File: config.mk
export PLATFORM = sky130hd
export DESIGN_NAME = checkpoint_ctrl_flat
export DESIGN_NICKNAME = d
export VERILOG_FILES = /design/src/rtl/checkpoint_ctrl_pkg.sv /design/src/rtl/checkpoint_ctrl_if.sv /design/src/rtl/checkpoint_ctrl_age_cmp.sv /design/src/rtl/checkpoint_ctrl.sv /design/src/flat_wrapper.sv
export SDC_FILE = /design/constraint.sdc
export NUM_CORES = 1
export LEC_CHECK = 0
export ABC_AREA = 1
export ABC_CLOCK_PERIOD_IN_PS = 5600
export BUFFER_PORTS_ARGS = -buffer_cell sky130_fd_sc_hd__buf_2
export CAP_MARGIN = 25
export CORE_MARGIN = 1
export CORE_UTILIZATION = 35
export CTS_CLUSTER_SIZE = 30
export DETAILED_ROUTE_END_ITERATION = 7
export HOLD_SLACK_MARGIN = 0.06
export REMOVE_ABC_BUFFERS = 1
export SETUP_SLACK_MARGIN = 0.02
export SKIP_CTS_REPAIR_TIMING = 1
export SYNTH_ARGS = -nofsm -noshare
export SYNTH_HDL_FRONTEND = slang
export SYNTH_SLANG_ARGS = --single-unit
File: constraint.sdc
create_clock -name clk -period 5.6 [get_ports clk]
set_input_delay 0.56 -clock clk [delete_from_list [all_inputs] [get_ports clk]]
set_output_delay 0.56 -clock clk [all_outputs]
set_load 0.05 [all_outputs]
File: src/rtl/checkpoint_ctrl_pkg.sv
// -----------------------------------------------------------------------------
// checkpoint_ctrl_pkg
// Shared types and constants for the branch checkpoint controller:
//   ROB_W        - ROB tag width
//   N_CKPT       - number of checkpoint slots
//   CKPT_W       - slot index width
//   rob_tag_t    - ROB tag
//   ckpt_idx_t   - checkpoint slot index
//   ckpt_state_e - recovery sequencer states
//   ckpt_entry_t - per-slot bookkeeping (valid + owning ROB tag)
//   rob_age()    - distance of a tag from the ROB head (mod 2^ROB_W)
// -----------------------------------------------------------------------------
package checkpoint_ctrl_pkg;

  localparam int ROB_W  = 4;
  localparam int N_CKPT = 4;
  localparam int CKPT_W = $clog2(N_CKPT);

  typedef logic [ROB_W-1:0]  rob_tag_t;
  typedef logic [CKPT_W-1:0] ckpt_idx_t;

  typedef enum logic [1:0] {
    IDLE    = 2'd0,
    RESTORE = 2'd1,
    RESUME  = 2'd2
  } ckpt_state_e;

  typedef struct packed {
    logic     valid;
    rob_tag_t rob_tag;
  } ckpt_entry_t;

  // Unsigned subtraction wraps naturally, so tags that straddle the
  // 2^ROB_W boundary still order correctly relative to the head.
  function automatic rob_tag_t rob_age(input rob_tag_t tag, input rob_tag_t head);
    return rob_tag_t'(tag - head);
  endfunction

endpackage

File: src/rtl/checkpoint_ctrl_if.sv
// -----------------------------------------------------------------------------
// checkpoint_ctrl_if
// Handshake bundle between rename/execute and the checkpoint controller.
//   alloc_valid/alloc_rob_tag         - rename requests a slot for a branch
//   alloc_ready/alloc_slot/snap_we    - controller grants a slot, writes snapshot
//   resolve_valid/resolve_rob_tag/
//   resolve_mispredict                - branch resolution from execute
//   resolve_ready                     - controller accepts the resolution
// master: the pipeline side; slave: the checkpoint controller.
// -----------------------------------------------------------------------------
interface checkpoint_ctrl_if;
  import checkpoint_ctrl_pkg::*;

  logic      alloc_valid;
  rob_tag_t  alloc_rob_tag;
  logic      alloc_ready;
  ckpt_idx_t alloc_slot;
  logic      snap_we;

  logic      resolve_valid;
  logic      resolve_ready;
  rob_tag_t  resolve_rob_tag;
  logic      resolve_mispredict;

  modport master (
    output alloc_valid, alloc_rob_tag,
    output resolve_valid, resolve_rob_tag, resolve_mispredict,
    input  alloc_ready, alloc_slot, snap_we, resolve_ready
  );

  modport slave (
    input  alloc_valid, alloc_rob_tag,
    input  resolve_valid, resolve_rob_tag, resolve_mispredict,
    output alloc_ready, alloc_slot, snap_we, resolve_ready
  );

endinterface

File: src/rtl/checkpoint_ctrl_age_cmp.sv
// -----------------------------------------------------------------------------
// ckpt_age_cmp
// Combinational program-order compare relative to the ROB head.
//   tag_a, tag_b - ROB tags to compare
//   rob_head     - current ROB head (oldest in-flight entry)
//   a_younger    - 1 when tag_a was renamed after tag_b
// -----------------------------------------------------------------------------
module ckpt_age_cmp
  import checkpoint_ctrl_pkg::*;
(
  input  rob_tag_t tag_a,
  input  rob_tag_t tag_b,
  input  rob_tag_t rob_head,
  output logic     a_younger
);

  rob_tag_t age_a;
  rob_tag_t age_b;

  assign age_a     = rob_age(tag_a, rob_head);
  assign age_b     = rob_age(tag_b, rob_head);
  assign a_younger = (age_a > age_b);

endmodule

File: src/rtl/checkpoint_ctrl.sv
// -----------------------------------------------------------------------------
// checkpoint_ctrl
// Owns the pool of branch checkpoint slots. Allocates a slot per renamed
// branch (and drives the external snapshot write), frees it on correct
// resolution, and on a mispredict frees it plus every younger slot and
// sequences a one-cycle restore pulse with a two-cycle rename stall.
// Ports:
//   clk, rst_n       - clock, asynchronous active-low reset
//   bus (slave)      - alloc / resolve handshakes (see checkpoint_ctrl_if)
//   rob_head         - ROB head tag for age comparisons
//   restore_en       - pulse: restore snapshot from restore_slot
//   restore_slot     - slot of the mispredicted branch
//   restore_rob_tag  - tag of the mispredicted branch
//   rename_stall     - hold the rename frontend during recovery
//   ckpt_valid       - slot occupancy vector
//   err_bad_tag      - sticky: duplicate alloc tag or resolve tag miss
// -----------------------------------------------------------------------------
module checkpoint_ctrl
  import checkpoint_ctrl_pkg::*;
(
  input  logic              clk,
  input  logic              rst_n,
  checkpoint_ctrl_if.slave  bus,
  input  rob_tag_t          rob_head,
  output logic              restore_en,
  output ckpt_idx_t         restore_slot,
  output rob_tag_t          restore_rob_tag,
  output logic              rename_stall,
  output logic [N_CKPT-1:0] ckpt_valid,
  output logic              err_bad_tag
);

  ckpt_state_e state_q, state_d;
  ckpt_entry_t slot_q [N_CKPT];
  ckpt_entry_t slot_d [N_CKPT];
  ckpt_idx_t   restore_slot_q, restore_slot_d;
  rob_tag_t    restore_tag_q, restore_tag_d;
  logic        err_q, err_d;

  logic [N_CKPT-1:0] alloc_hit;
  logic [N_CKPT-1:0] res_hit;
  logic [N_CKPT-1:0] younger;
  logic              free_any;
  logic              res_hit_any;
  logic              alloc_dup;
  ckpt_idx_t         free_idx;
  ckpt_idx_t         res_idx;
  logic              idle;
  logic              res_fire;
  logic              mp_fire;
  logic              alloc_fire;

  // Per-slot tag matches and age compare against the resolving branch.
  for (genvar gi = 0; gi < N_CKPT; gi++) begin : g_slot
    assign ckpt_valid[gi] = slot_q[gi].valid;
    assign alloc_hit[gi]  = slot_q[gi].valid && (slot_q[gi].rob_tag == bus.alloc_rob_tag);
    assign res_hit[gi]    = slot_q[gi].valid && (slot_q[gi].rob_tag == bus.resolve_rob_tag);

    ckpt_age_cmp u_age_cmp (
      .tag_a     (slot_q[gi].rob_tag),
      .tag_b     (bus.resolve_rob_tag),
      .rob_head  (rob_head),
      .a_younger (younger[gi])
    );
  end

  assign free_any    = ~&ckpt_valid;
  assign res_hit_any = |res_hit;
  assign alloc_dup   = |alloc_hit;

  // Lowest-indexed free slot, from registered state only: a slot freed this
  // cycle is not handed out until the next cycle.
  always_comb begin
    free_idx = '0;
    for (int i = N_CKPT - 1; i >= 0; i--) begin
      if (!slot_q[i].valid) free_idx = ckpt_idx_t'(i);
    end
  end

  always_comb begin
    res_idx = '0;
    for (int i = N_CKPT - 1; i >= 0; i--) begin
      if (res_hit[i]) res_idx = ckpt_idx_t'(i);
    end
  end

  // Readies are gated by rst_n so every output reads 0 while reset is held.
  assign idle              = (state_q == IDLE);
  assign bus.alloc_ready   = rst_n & idle & free_any;
  assign bus.resolve_ready = rst_n & idle;
  assign res_fire          = bus.resolve_valid & bus.resolve_ready;
  assign mp_fire           = res_fire & bus.resolve_mispredict & res_hit_any;
  // A branch renamed in the mispredict cycle is younger and gets flushed,
  // so its checkpoint is never written.
  assign alloc_fire        = bus.alloc_valid & bus.alloc_ready & ~mp_fire;
  assign bus.alloc_slot    = free_idx;
  assign bus.snap_we       = alloc_fire;

  always_comb begin
    state_d        = state_q;
    slot_d         = slot_q;
    restore_slot_d = restore_slot_q;
    restore_tag_d  = restore_tag_q;
    err_d          = err_q;

    case (state_q)
      IDLE:    if (mp_fire) state_d = RESTORE;
      RESTORE: state_d = RESUME;
      RESUME:  state_d = IDLE;
      default: state_d = IDLE;
    endcase

    for (int i = 0; i < N_CKPT; i++) begin
      if (res_fire && res_hit[i]) slot_d[i].valid = 1'b0;
      if (mp_fire && slot_q[i].valid && younger[i]) slot_d[i].valid = 1'b0;
      // The granted slot is free in slot_q, so it never collides with a
      // slot being cleared above.
      if (alloc_fire && (free_idx == ckpt_idx_t'(i))) begin
        slot_d[i].valid   = 1'b1;
        slot_d[i].rob_tag = bus.alloc_rob_tag;
      end
    end

    if (mp_fire) begin
      restore_slot_d = res_idx;
      restore_tag_d  = bus.resolve_rob_tag;
    end

    if ((alloc_fire && alloc_dup) || (res_fire && !res_hit_any)) err_d = 1'b1;
  end

  always_ff @(posedge clk or negedge rst_n) begin
    if (!rst_n) begin
      state_q        <= IDLE;
      restore_slot_q <= '0;
      restore_tag_q  <= '0;
      err_q          <= 1'b0;
      for (int i = 0; i < N_CKPT; i++) slot_q[i] <= '0;
    end else begin
      state_q        <= state_d;
      restore_slot_q <= restore_slot_d;
      restore_tag_q  <= restore_tag_d;
      err_q          <= err_d;
      for (int i = 0; i < N_CKPT; i++) slot_q[i] <= slot_d[i];
    end
  end

  assign restore_en      = (state_q == RESTORE);
  assign rename_stall    = (state_q != IDLE);
  assign restore_slot    = restore_slot_q;
  assign restore_rob_tag = restore_tag_q;
  assign err_bad_tag     = err_q;

endmodule

File: src/flat_wrapper.sv
// flat-port wrapper written by rule: the top's interface ports become plain ports
module checkpoint_ctrl_flat import checkpoint_ctrl_pkg::*;
  (clk, rst_n, rob_head, restore_en, restore_slot, restore_rob_tag, rename_stall, ckpt_valid, err_bad_tag, bus_alloc_valid, bus_alloc_rob_tag, bus_resolve_valid, bus_resolve_rob_tag, bus_resolve_mispredict, bus_alloc_ready, bus_alloc_slot, bus_snap_we, bus_resolve_ready);
  checkpoint_ctrl_if bus_i ();
  input  logic clk;
  input  logic rst_n;
  input  rob_tag_t rob_head;
  output logic restore_en;
  output ckpt_idx_t restore_slot;
  output rob_tag_t restore_rob_tag;
  output logic rename_stall;
  output logic [N_CKPT-1:0] ckpt_valid;
  output logic err_bad_tag;
  input wire logic [$bits(bus_i.alloc_valid)-1:0] bus_alloc_valid;
  input wire logic [$bits(bus_i.alloc_rob_tag)-1:0] bus_alloc_rob_tag;
  input wire logic [$bits(bus_i.resolve_valid)-1:0] bus_resolve_valid;
  input wire logic [$bits(bus_i.resolve_rob_tag)-1:0] bus_resolve_rob_tag;
  input wire logic [$bits(bus_i.resolve_mispredict)-1:0] bus_resolve_mispredict;
  output wire logic [$bits(bus_i.alloc_ready)-1:0] bus_alloc_ready;
  output wire logic [$bits(bus_i.alloc_slot)-1:0] bus_alloc_slot;
  output wire logic [$bits(bus_i.snap_we)-1:0] bus_snap_we;
  output wire logic [$bits(bus_i.resolve_ready)-1:0] bus_resolve_ready;
  assign bus_i.alloc_valid = bus_alloc_valid;
  assign bus_i.alloc_rob_tag = bus_alloc_rob_tag;
  assign bus_i.resolve_valid = bus_resolve_valid;
  assign bus_i.resolve_rob_tag = bus_resolve_rob_tag;
  assign bus_i.resolve_mispredict = bus_resolve_mispredict;
  assign bus_alloc_ready = bus_i.alloc_ready;
  assign bus_alloc_slot = bus_i.alloc_slot;
  assign bus_snap_we = bus_i.snap_we;
  assign bus_resolve_ready = bus_i.resolve_ready;
  checkpoint_ctrl u_core (.clk(clk), .rst_n(rst_n), .bus(bus_i), .rob_head(rob_head), .restore_en(restore_en), .restore_slot(restore_slot), .restore_rob_tag(restore_rob_tag), .rename_stall(rename_stall), .ckpt_valid(ckpt_valid), .err_bad_tag(err_bad_tag));
endmodule
==> results.md, run 1 <==
• **outcome** complete, no violations
• **arrival time at the worst endpoint** 2.42 ns
• **post-synthesis share of cell area spent on full adders, half adders and majority gates** 14.3%
• **net count reported at finish** 467
• **area of the mapped netlist** 0.00272 mm²
• **WL met1** 3.27 mm
• **share of synthesized area occupied by flip-flops and latches** 26.7%
• **highest routed metal layer** met4
• **DR vias** 2561
• **standard-cell row count** 31
• **kind of start point of the critical path** input port
• **setup repair after global routing missed its margin** false
• **Iter 0 DRT Violations** 153
• **count of pins over their slew limit** 0
• **post-synth cell types** 31
• **total number of clock tree sinks** 29
• **internal power** 737 µW
• **I/O Buffers** 34
• **share of synthesized area spent on multiplexers** 0%
• **Final TNS setup** 0 ns
• **Maximum Capacitance Violations** 0
• **drt wl/cell** 13.8 µm
• **antenna violations before repair** 0
• **Tightest Pin Transition** 0.801 ns
• **placement-stage cell area** 0.00296 mm²
• **#FFs+latches synth** 29
• **fraction of the mapped netlist area in compound gates** 8.24%
• **Final GP Congestion** 0.840
• **Layout area overhead** 11.7%
• **proportion of total power due to net switching** 54.5%
• **relative slew slack** 46.2%
• **H-tree depth reported by CTS** 2
• **met3 layer wire length in the routed design** 414 µm
• **count of yosys warnings during synthesis** 0
• **total length of routed met2 wires** 3.40 mm
• **total DRC errors in the routed layout** 0
• **Die Width** 90.1 µm
• **fraction of layout cells with a size suffix above 1** 13.2%
• **final setup skew** 0.00246 ns
• **part of the power in combinational logic** 64.3%
• **number of buffers on the longest clock path** 2
• **WS Path Type** input port to primary output
• **async set-or-reset flop fraction in the synthesized netlist** 100%
• **Post-synth EDFFs** 0
• **Reg power frac** 25.7%
• **sum of net half-perimeters after detailed placement** 5.69 mm
• **floorplan die height** 90.1 µm
• **Worst Path Required** 5.04 ns
• **leakage dissipation** 0.00165 µW
• **Post-Synth XOR/XNOR Area** 6.45%
• **core area** 0.00737 mm²
• **largest voltage drop on the vdd net** 0.140 mV
• **largest family of logic cells by synthesized area** simple AND/OR/NAND/NOR gates
• **total wire length** 7.20 mm
• **number of global-route vias before repair** 2384
• **Max Fclk** 335 MHz
• **first-pass detailed-route iteration total** 4
• **global-route wire length before repair** 12.1 mm
• **initial core utilization** 36.9%
• **number of buffers inserted during clock tree synthesis** 5
• **global-route congestion overflow total** 0
• **count of mapped cells out of synthesis** 389
• **dominant synthesized flop cell** dfrtp_1
• **Via-to-Cell Ratio** 4.91
• **ratio of final minimum period to clock period** 53.2%
• **Crit Path Max Fanout** 30
• **Tmin final** 2.98 ns
• **worst hold path type** input port to async pin
• **Syn Area/Cell** 6.99 µm²
• **area of the die** 0.00812 mm²
• **Power Density** 534 mW/mm²
• **filler instances** 808
• **CP endpoint kind** primary output
• **most common cell after layout, fill and taps aside** nand2_1
• **clock insertion delay at the later pin of the skew report** 0.27 ns
• **CTS tree** built
• **master cell of the clock root buffer** clkbuf_8
• **clock share of power** 10.0%
• **overall fraction of global-route tracks in use** 18.7%
• **post-CTS clock slew at the launch and capture registers of the worst setup and hold paths** 0.06 ns
• **net switching power of the design** 884 µW
• **pin count of the biggest net entering global routing** 31
• **final setup violation count** 0
• **post-route cell area** 0.00304 mm²
• **number of antenna repair diodes** 0
• **top-level port count** 35
• **count of endpoints failing hold in the final timing report** 0
• **antenna-violating nets left** 0
• **commonest cells after routing, fill and taps aside** nand2_1, nor2_1, inv_1, buf_2, nand3_1
• **simple-gate share of the synthesized area** 35.5%
logic make-up after synthesis:
group           after synthesis
simple gates                213
buf+inv                      57
compound gates               42
flops                        29
fa+ha+maj                    28
xor+xnor                     20
cell usage after synthesis (6+ instances only):
library cell / n / share of area, %
nand3_1: 31 / 5.7
ha_1: 23 / 11
nand2_1: 112 / 15
nand4_1: 9 / 2.1
o22ai_1: 6 / 1.4
inv_1: 44 / 6.1
a21oi_1: 25 / 4.6
dfrtp_1: 29 / 27
xor2_1: 9 / 2.9
xnor2_1: 11 / 3.5
o21ai_0: 8 / 1.5
nor2_1: 46 / 6.4
critical path: stages:
cell,delay [ns]
buf_2,0.52
nand3_1,0.20
a31oi_1,0.19
and2_1,0.24
inv_1,0.13
nor2_8,0.25
buf_2,0.32
power groups by stage:
stage	Clock, µW	Combinational [µW]	Sequential, µW
4_1_cts	165	1040	417
6_report	162	1040	417
2_1_floorplan	0	708	493
3_3_place_gp	0	1020	421
3_5_place_dp	0	1040	420
5_1_grt	175	1180	430
routing by layer:
layer  track usage [%]  vias to the layer above
li1                  -                     1309
met1              25.5                     1173
met2              31.1                       71
met3              3.47                        8
met4              3.09                        0
met5                 0                        -
per-stage QoR:
step,instances,setup WS (ns),hold WS (ns),util [%],total power (µW)
final,522,2.62,0.318,41.2,1620
after global routing,522,2.35,0.380,41.2,1790
after CTS,522,2.57,0.345,41.2,1630
after detailed placement,514,2.57,0.460,40.1,1460
after global placement,514,2.60,0.454,40.1,1440
after floorplan,381,2.69,0.264,-,1200
worst paths after layout:
path / to / cells after the start / slack [ns] / start
hold / removal: u_core.restore_rob_tag[0] / 1 / 0.32 / rst_n
setup reg to reg: u_core.ckpt_valid[0] / 12 / 3.38 / u_core.slot_q[15]
min in group clk: u_core.state_q[1] / 1 / 0.47 / u_core.state_q[1]
setup / recovery: bus_snap_we / 7 / 2.62 / rst_n
max in group asynchronous: u_core.state_q[0] / 1 / 4.85 / rst_n
hold reg to reg: u_core.state_q[1] / 1 / 0.47 / u_core.state_q[1]
registers in the layout (all words and copies together) (netlist names):
signal                  cells
u_core.state_q              2
u_core.err_bad_tag          1
u_core.restore_rob_tag      4
u_core.restore_slot         2
u_core.ckpt_valid           4
u_core.slot_q              16
cell type report:
| type | count | area (µm²) | share of cell area [%] |
|---|---|---|---|
| Sequential cell | 29 | 726 | 23.9 |
| Inverter | 49 | 184 | 6.06 |
| Tap cell | 99 | 124 | 4.08 |
| Clock buffer | 8 | 80.1 | 2.64 |
| Multi-Input combinational cell | 303 | 1750 | 57.7 |
| Timing Repair Buffer | 34 | 170 | 5.60 |
(Power assumes the default switching activity.)
==> run 2, diff against run 1 <==
ABC_AREA = 0   (was 1)
ABC_CLOCK_PERIOD_IN_PS = 3000   (was 5600)
clock period = 3 ns   (was 5.6 ns; I/O delays follow)
==> run 2 against run 1 <==
Compared with the run above: power increased by 81%; synthesized cell count decreased by 34%; via count decreased by 25%; register-to-register slack got worse by 3.1 ns; combinational power increased by 77%; count of clock-buffer cells in the layout decreased by 2; utilization increased by 0.41 points; global-route usage decreased by 1.4 points.
==> results.md, run 2 <==
• **net count reported at finish** 337, was 467
• **filler instances** 724, was 808
• **fraction of layout cells with a size suffix above 1** 25.3%, was 13.2%
• **total number of clock tree sinks** 29, unchanged
• **met3 layer wire length in the routed design** 252 µm, was 414 µm
• **Post-synth EDFFs** 0, unchanged
• **leakage dissipation** 0.00138 µW, was 0.00165 µW
• **most common cell after layout, fill and taps aside** buf_2, was nand2_1
• **share of the synthesized area in the top cell type** 28.6%, was 26.7%
• **Via-to-Cell Ratio** 4.93, was 4.91
• **count of pins over their slew limit** 0, unchanged
• **highest routed metal layer** met4, unchanged
• **Die Width** 87.1 µm, was 90.1 µm
• **Yosys top cell by area** dfrtp_1, unchanged
• **Power Density** 1020 mW/mm², was 534 mW/mm²
• **total length of routed met2 wires** 2.93 mm, was 3.40 mm
• **commonest cells after routing, fill and taps aside** buf_2, dfrtp_1, xor2_1, was nand2_1, nor2_1, inv_1, buf_2, nand3_1
• **number of buffers inserted during clock tree synthesis** 5, unchanged
• **post-synth cell types** 36, was 31
• **ratio of final minimum period to clock period** 89.3%
• **arrival time at the worst endpoint** 2.90 ns, was 2.42 ns
• **global-route wire length before repair** 9.78 mm, was 12.1 mm
• **Tmin final** 2.68 ns
• **share of synthesized area occupied by flip-flops and latches** 28.6%, was 26.7%
• **Final GP Congestion** 0.812, was 0.840
• **standard-cell row count** 30, was 31
• **overall fraction of global-route tracks in use** 17.2%, was 18.7%
• **area of the mapped netlist** 0.00254 mm², was 0.00272 mm²
• **max FFs per register** 16, unchanged
• **area of the die** 0.00759 mm², was 0.00812 mm²
• **floorplan die height** 87.1 µm, was 90.1 µm
• **largest voltage drop on the vdd net** 0.242 mV, was 0.140 mV
• **count of mapped cells out of synthesis** 258, was 389
• **WS Path Type** flop to flop, was input port to primary output
• **dominant cells by area after synthesis** dfrtp_1, ha_1, mux2_2, xor2_1, xnor2_1, was dfrtp_1, nand2_1, ha_1, nor2_1, inv_1
• **WL met1** 2.74 mm, was 3.27 mm
• **Tightest Pin Transition** 0.646 ns, was 0.801 ns
• **number of antenna repair diodes** 0, unchanged
• **CTS tree** built, unchanged
• **Iter 0 DRT Violations** 62, was 153
• **worst hold path type** input port to async pin, unchanged
• **Syn Area/Cell** 9.84 µm², was 6.99 µm²
• **drt wl/cell** 15.4 µm, was 13.8 µm
• **cell types with the highest counts after synthesis** dfrtp_1, xor2_1, a21oi_1, ha_1, xnor2_1, was nand2_1, nor2_1, inv_1, nand3_1, dfrtp_1
• **library cell with the highest instance count after synthesis** dfrtp_1, was nand2_1
• **total DRC errors in the routed layout** 0, unchanged
• **number of buffers on the longest clock path** 2, unchanged
• **top-level port count** 35, unchanged
• **H-tree depth reported by CTS** 2, unchanged
• **async set-or-reset flop fraction in the synthesized netlist** 100%, unchanged
• **core area** 0.00691 mm², was 0.00737 mm²
• **number of global-route vias before repair** 1972, was 2384
• **master cell of the clock root buffer** clkbuf_8, unchanged
• **count of yosys warnings during synthesis** 0, unchanged
• **antenna violations before repair** 0, unchanged
• **kind of start point of the critical path** flop, was input port
• **global-route congestion overflow total** 0, unchanged
• **Layout area overhead** 13.3%, was 11.7%
• **count of endpoints failing hold in the final timing report** 0, unchanged
• **final setup skew** 0.00556 ns, was 0.00246 ns
• **Crit Path Max Fanout** 4, was 30
• **sum of net half-perimeters after detailed placement** 4.86 mm, was 5.69 mm
• **Max Fclk** 373 MHz
• **Final TNS setup** 0 ns, unchanged
• **post-CTS clock slew at the launch and capture registers of the worst setup and hold paths** 0.06 ns, about the same
• **register name with the most flops** u_core.slot_q, unchanged
• **final setup violation count** 0, unchanged
• **I/O Buffers** 34, unchanged
• **pin count of the biggest net entering global routing** 30, was 31
• **Worst Path Required** 3.22 ns, was 5.04 ns
• **Maximum Capacitance Violations** 0, unchanged
• **total wire length** 6.00 mm, was 7.20 mm
• **relative slew slack** 57.0%, was 46.2%
• **first-pass detailed-route iteration total** 4, unchanged
• **setup repair after global routing missed its margin** false, unchanged
• **clock insertion delay at the later pin of the skew report** 0.28 ns, was 0.27 ns
• **DR vias** 1919, was 2561
• **dominant synthesized flop cell** dfrtp_1, unchanged
• **outcome** complete, no violations, unchanged
• **CP endpoint kind** flop, was primary output
• **total chip power** 2930 µW, was 1620 µW
• **#FFs+latches synth** 29, unchanged
• **initial core utilization** 36.7%, was 36.9%
• **antenna-violating nets left** 0, unchanged
run 2: cell types whose count changed in the layout (fill, tap and decap cells not counted), sizes merged, moves of 5 or more:
cell    before  now
inv         49   19
nand2b       0    5
buf         34   40
nand2      118    8
nand3       34    8
o22ai        6    0
mux2         0   20
nor2        49    9
xor2         9   25
xnor2       11   23
run 2: worst paths after layout:
kind / slack [ns] / endpoint / start / cells past startpoint
setup / recovery: 0.32 / u_core.ckpt_valid[0] / u_core.slot_q[15] / 10
hold / removal: 0.05 / u_core.restore_slot[1] / rst_n / 2
setup reg to reg: 0.32 / u_core.ckpt_valid[0] / u_core.slot_q[15] / 10
hold reg to reg: 0.45 / u_core.state_q[1] / u_core.state_q[1] / 1
max in group asynchronous: 2.66 / u_core.slot_q[16] / rst_n / 2
min in group clk: 0.44 / u_core.slot_q[0] / bus_alloc_rob_tag[0] / 2
run 2: routing by layer:
metal	GRT usage, %	vias up
met3	3.60	10
met1	22.1	914
met4	4.77	0
met5	0	-
li1	-	958
met2	29.3	37
run 2: final cells by class:
type	count	area, µm²	share of cell area [%]
multi-input cells	197	1660	57.7
flip-flops and latches	29	726	25.3
repair buffers	40	215	7.49
well taps	96	120	4.18
clock buffers	6	72.6	2.53
inverters	19	71.3	2.48
clock inverters	2	10.0	0.348
run 2: logic make-up after synthesis:
family                   Yosys count  share of synthesized area (%)
multiplexers                      20                           8.88
adder cells (fa/ha/maj)           32                           16.9
AO/OA/AOI/OAI                     47                           12.4
buffers and inverters             32                           6.02
AND/OR/NAND/NOR                   50                           10.7
flip-flops                        29                           28.6
XOR/XNOR                          48                           16.6
run 2: critical path, stage by stage, from the launching register on:
cell and delay [ns]:
dfrtp_1 0.43, inv_1 0.07, ha_1 0.18, inv_1 0.08, fa_1 0.43, ha_1 0.35
a21oi_1 0.15, a21oi_1 0.06, maj3_1 0.36, a221oi_1 0.36, or3_1 0.16
run 2: metrics by stage:
stage               setup slack (ns)  area [µm²]  hold WS [ns]  util [%]  std cells
global placement               0.340        2790         0.364      40.4        381
global route                   0.152        2870        0.0792      41.6        389
finish                         0.320        2870        0.0533      41.6        389
detailed placement             0.312        2790         0.363      40.4        381
CTS                            0.306        2870        0.0642      41.6        389
floorplan                      0.132        2460       0.00441         -        245
run 2: report_power, final:
group / total, µW / internal (µW) / leakage (µW) / switching [µW]
Sequential: 783 / 547 / 0.000353 / 236
Combinational: 1840 / 780 / 0.000982 / 1060
Clock: 300 / 160 / 0.0000450 / 140
Total: 2930 / 1490 / 0.00138 / 1440
==> run 3, diff against run 2 <==
CORE_UTILIZATION = 40   (was 35)
==> run 3 against run 2 <==
Compared with the run above: hold slack got worse by 0.017 ns; non-clock buffer count decreased by 1; sequential power decreased by 0.6%; register-to-register slack about the same; largest cell class unchanged; highest routed layer unchanged.
==> results.md, run 3 (same netlist as run 2, synthesis figures left out) <==
• **sum of net half-perimeters after detailed placement** 4.94 mm, was 4.86 mm
• **ratio of final minimum period to clock period** 89.0%, was 89.3%
• **Crit Path Max Fanout** 4, unchanged
• **Worst Path Required** 3.23 ns, was 3.22 ns
• **register name with the most flops** u_core.slot_q, unchanged
• **post-route cell area** 0.00284 mm², was 0.00287 mm²
• **total number of clock tree sinks** 29, unchanged
• **pin count of the biggest net entering global routing** 30, unchanged
• **standard-cell row count** 28, was 30
• **number of antenna repair diodes** 0, unchanged
• **outcome** complete, no violations, unchanged
• **post-layout instance count excluding filler cells** 367, was 389
• **global-route wire length before repair** 10.0 mm, was 9.78 mm
• **worst hold path type** input port to async pin, unchanged
• **most common cell after layout, fill and taps aside** buf_2, unchanged
• **count of pins over their slew limit** 0, unchanged
• **final setup skew** 0.00520 ns, was 0.00556 ns
• **Tmin final** 2.67 ns, was 2.68 ns
• **floorplan die height** 81.6 µm, was 87.1 µm
• **DR vias** 1973, was 1919
• **master cell of the clock root buffer** clkbuf_8, unchanged
• **post-CTS clock slew at the launch and capture registers of the worst setup and hold paths** 0.07 ns, was 0.06 ns
• **post-route worst setup slack** 0.331 ns, was 0.320 ns
• **total DRC errors in the routed layout** 0, unchanged
• **initial core utilization** 42.1%, was 36.7%
• **I/O Buffers** 34, unchanged
• **setup slack at placement** 0.221 ns, was 0.312 ns
• **WS Path Type** flop to flop, unchanged
• **relative slew slack** 67.8%, was 57.0%
• **clock insertion delay at the later pin of the skew report** 0.29 ns, was 0.28 ns
• **total wire length** 6.20 mm, was 6.00 mm
• **worst reg-to-reg setup slack** 0.33 ns, was 0.32 ns
• **leakage dissipation** 0.00137 µW, was 0.00138 µW
• **kind of start point of the critical path** flop, unchanged
• **CTS tree** built, unchanged
• **Maximum Capacitance Violations** 0, unchanged
• **fraction of layout cells with a size suffix above 1** 25.3%, about the same
• **Worst R2R Start** u_core.slot_q[15], unchanged
• **top-level port count** 35, unchanged
• **H-tree depth reported by CTS** 2, unchanged
• **antenna violations before repair** 0, unchanged
• **placement-stage cell area** 0.00276 mm², was 0.00279 mm²
• **drt wl/cell** 16.9 µm, was 15.4 µm
• **global-route congestion overflow total** 0, unchanged
• **Tightest Pin Transition** 0.484 ns, was 0.646 ns
• **commonest cells after routing, fill and taps aside** buf_2, dfrtp_1, xor2_1, unchanged
• **max FFs per register** 16, unchanged
• **setup repair after global routing missed its margin** false, unchanged
• **core area** 0.00603 mm², was 0.00691 mm²
• **number of buffers inserted during clock tree synthesis** 5, unchanged
• **overall fraction of global-route tracks in use** 20.8%, was 17.2%
• **Final GP Congestion** 0.815, was 0.812
• **number of global-route vias before repair** 1933, was 1972
• **area of the die** 0.00667 mm², was 0.00759 mm²
• **first-pass detailed-route iteration total** 4, unchanged
• **Die Width** 81.6 µm, was 87.1 µm
• **Power Density** 1040 mW/mm², was 1020 mW/mm²
• **net count reported at finish** 336, was 337
• **Placed Instances** 359, was 381
• **Via-to-Cell Ratio** 5.38, was 4.93
• **Final TNS setup** 0 ns, unchanged
• **CP Launch Point** u_core.slot_q[15], unchanged
• **Iter 0 DRT Violations** 110, was 62
• **number of buffers on the longest clock path** 2, unchanged
• **Max Fclk** 375 MHz, was 373 MHz
• **final setup violation count** 0, unchanged
• **largest voltage drop on the vdd net** 0.484 mV, was 0.242 mV
• **worst r2r path cells** 10, unchanged
• **antenna-violating nets left** 0, unchanged
• **CP endpoint kind** flop, unchanged
• **count of endpoints failing hold in the final timing report** 0, unchanged
• **arrival time at the worst endpoint** 2.90 ns, about the same
• **Layout area overhead** 12.1%, was 13.3%
run 3: worst max-delay path, cell delays in order, from the launching register on:
cell and delay, ns:
dfrtp_1 0.43, inv_1 0.07, ha_1 0.19, inv_1 0.08
fa_1 0.43, ha_1 0.34, a21oi_1 0.14, a21oi_1 0.06
maj3_1 0.35, a221oi_1 0.37, or3_1 0.16
run 3: power breakdown:
part / internal, µW / switching (µW)
logic: 778 / 1080
registers: 547 / 231
clock network: 160 / 164
total: 1480 / 1470
run 3: final cells by class:
| type | count | area [µm²] |
|---|---|---|
| Sequential cell | 29 | 726 |
| Multi-Input combinational cell | 197 | 1660 |
| Fill cell | 598 | 3180 |
| Tap cell | 75 | 93.8 |
| Clock buffer | 5 | 68.8 |
| Clock inverter | 3 | 17.5 |
| Timing Repair Buffer | 39 | 208 |
| Inverter | 19 | 71.3 |
run 3: stage by stage:
stage / hold WS [ns] / total power, µW / util [%]
after floorplan: 0.00441 / 2180 / -
after global placement: 0.363 / 2600 / 45.8
after detailed placement: 0.364 / 2630 / 45.8
after CTS: 0.0513 / 2970 / 47.2
after global routing: 0.0850 / 3220 / 47.2
final: 0.0368 / 2960 / 47.2
run 3: routing by layer:
layer,vias up,wire length [µm],track usage (%)
li1,957,-,-
met1,968,2820,26.5
met2,39,3100,36.3
met3,9,213,3.67
met4,0,68,5.09
met5,-,0,0
run 3: path summary, 6_finish.rpt:
kind / to
setup / recovery: u_core.ckpt_valid[0]
hold / removal: u_core.restore_slot[1]
setup reg to reg: u_core.ckpt_valid[0]
hold reg to reg: u_core.err_bad_tag
max in group asynchronous: u_core.ckpt_valid[1]
min in group clk: u_core.restore_rob_tag[0]
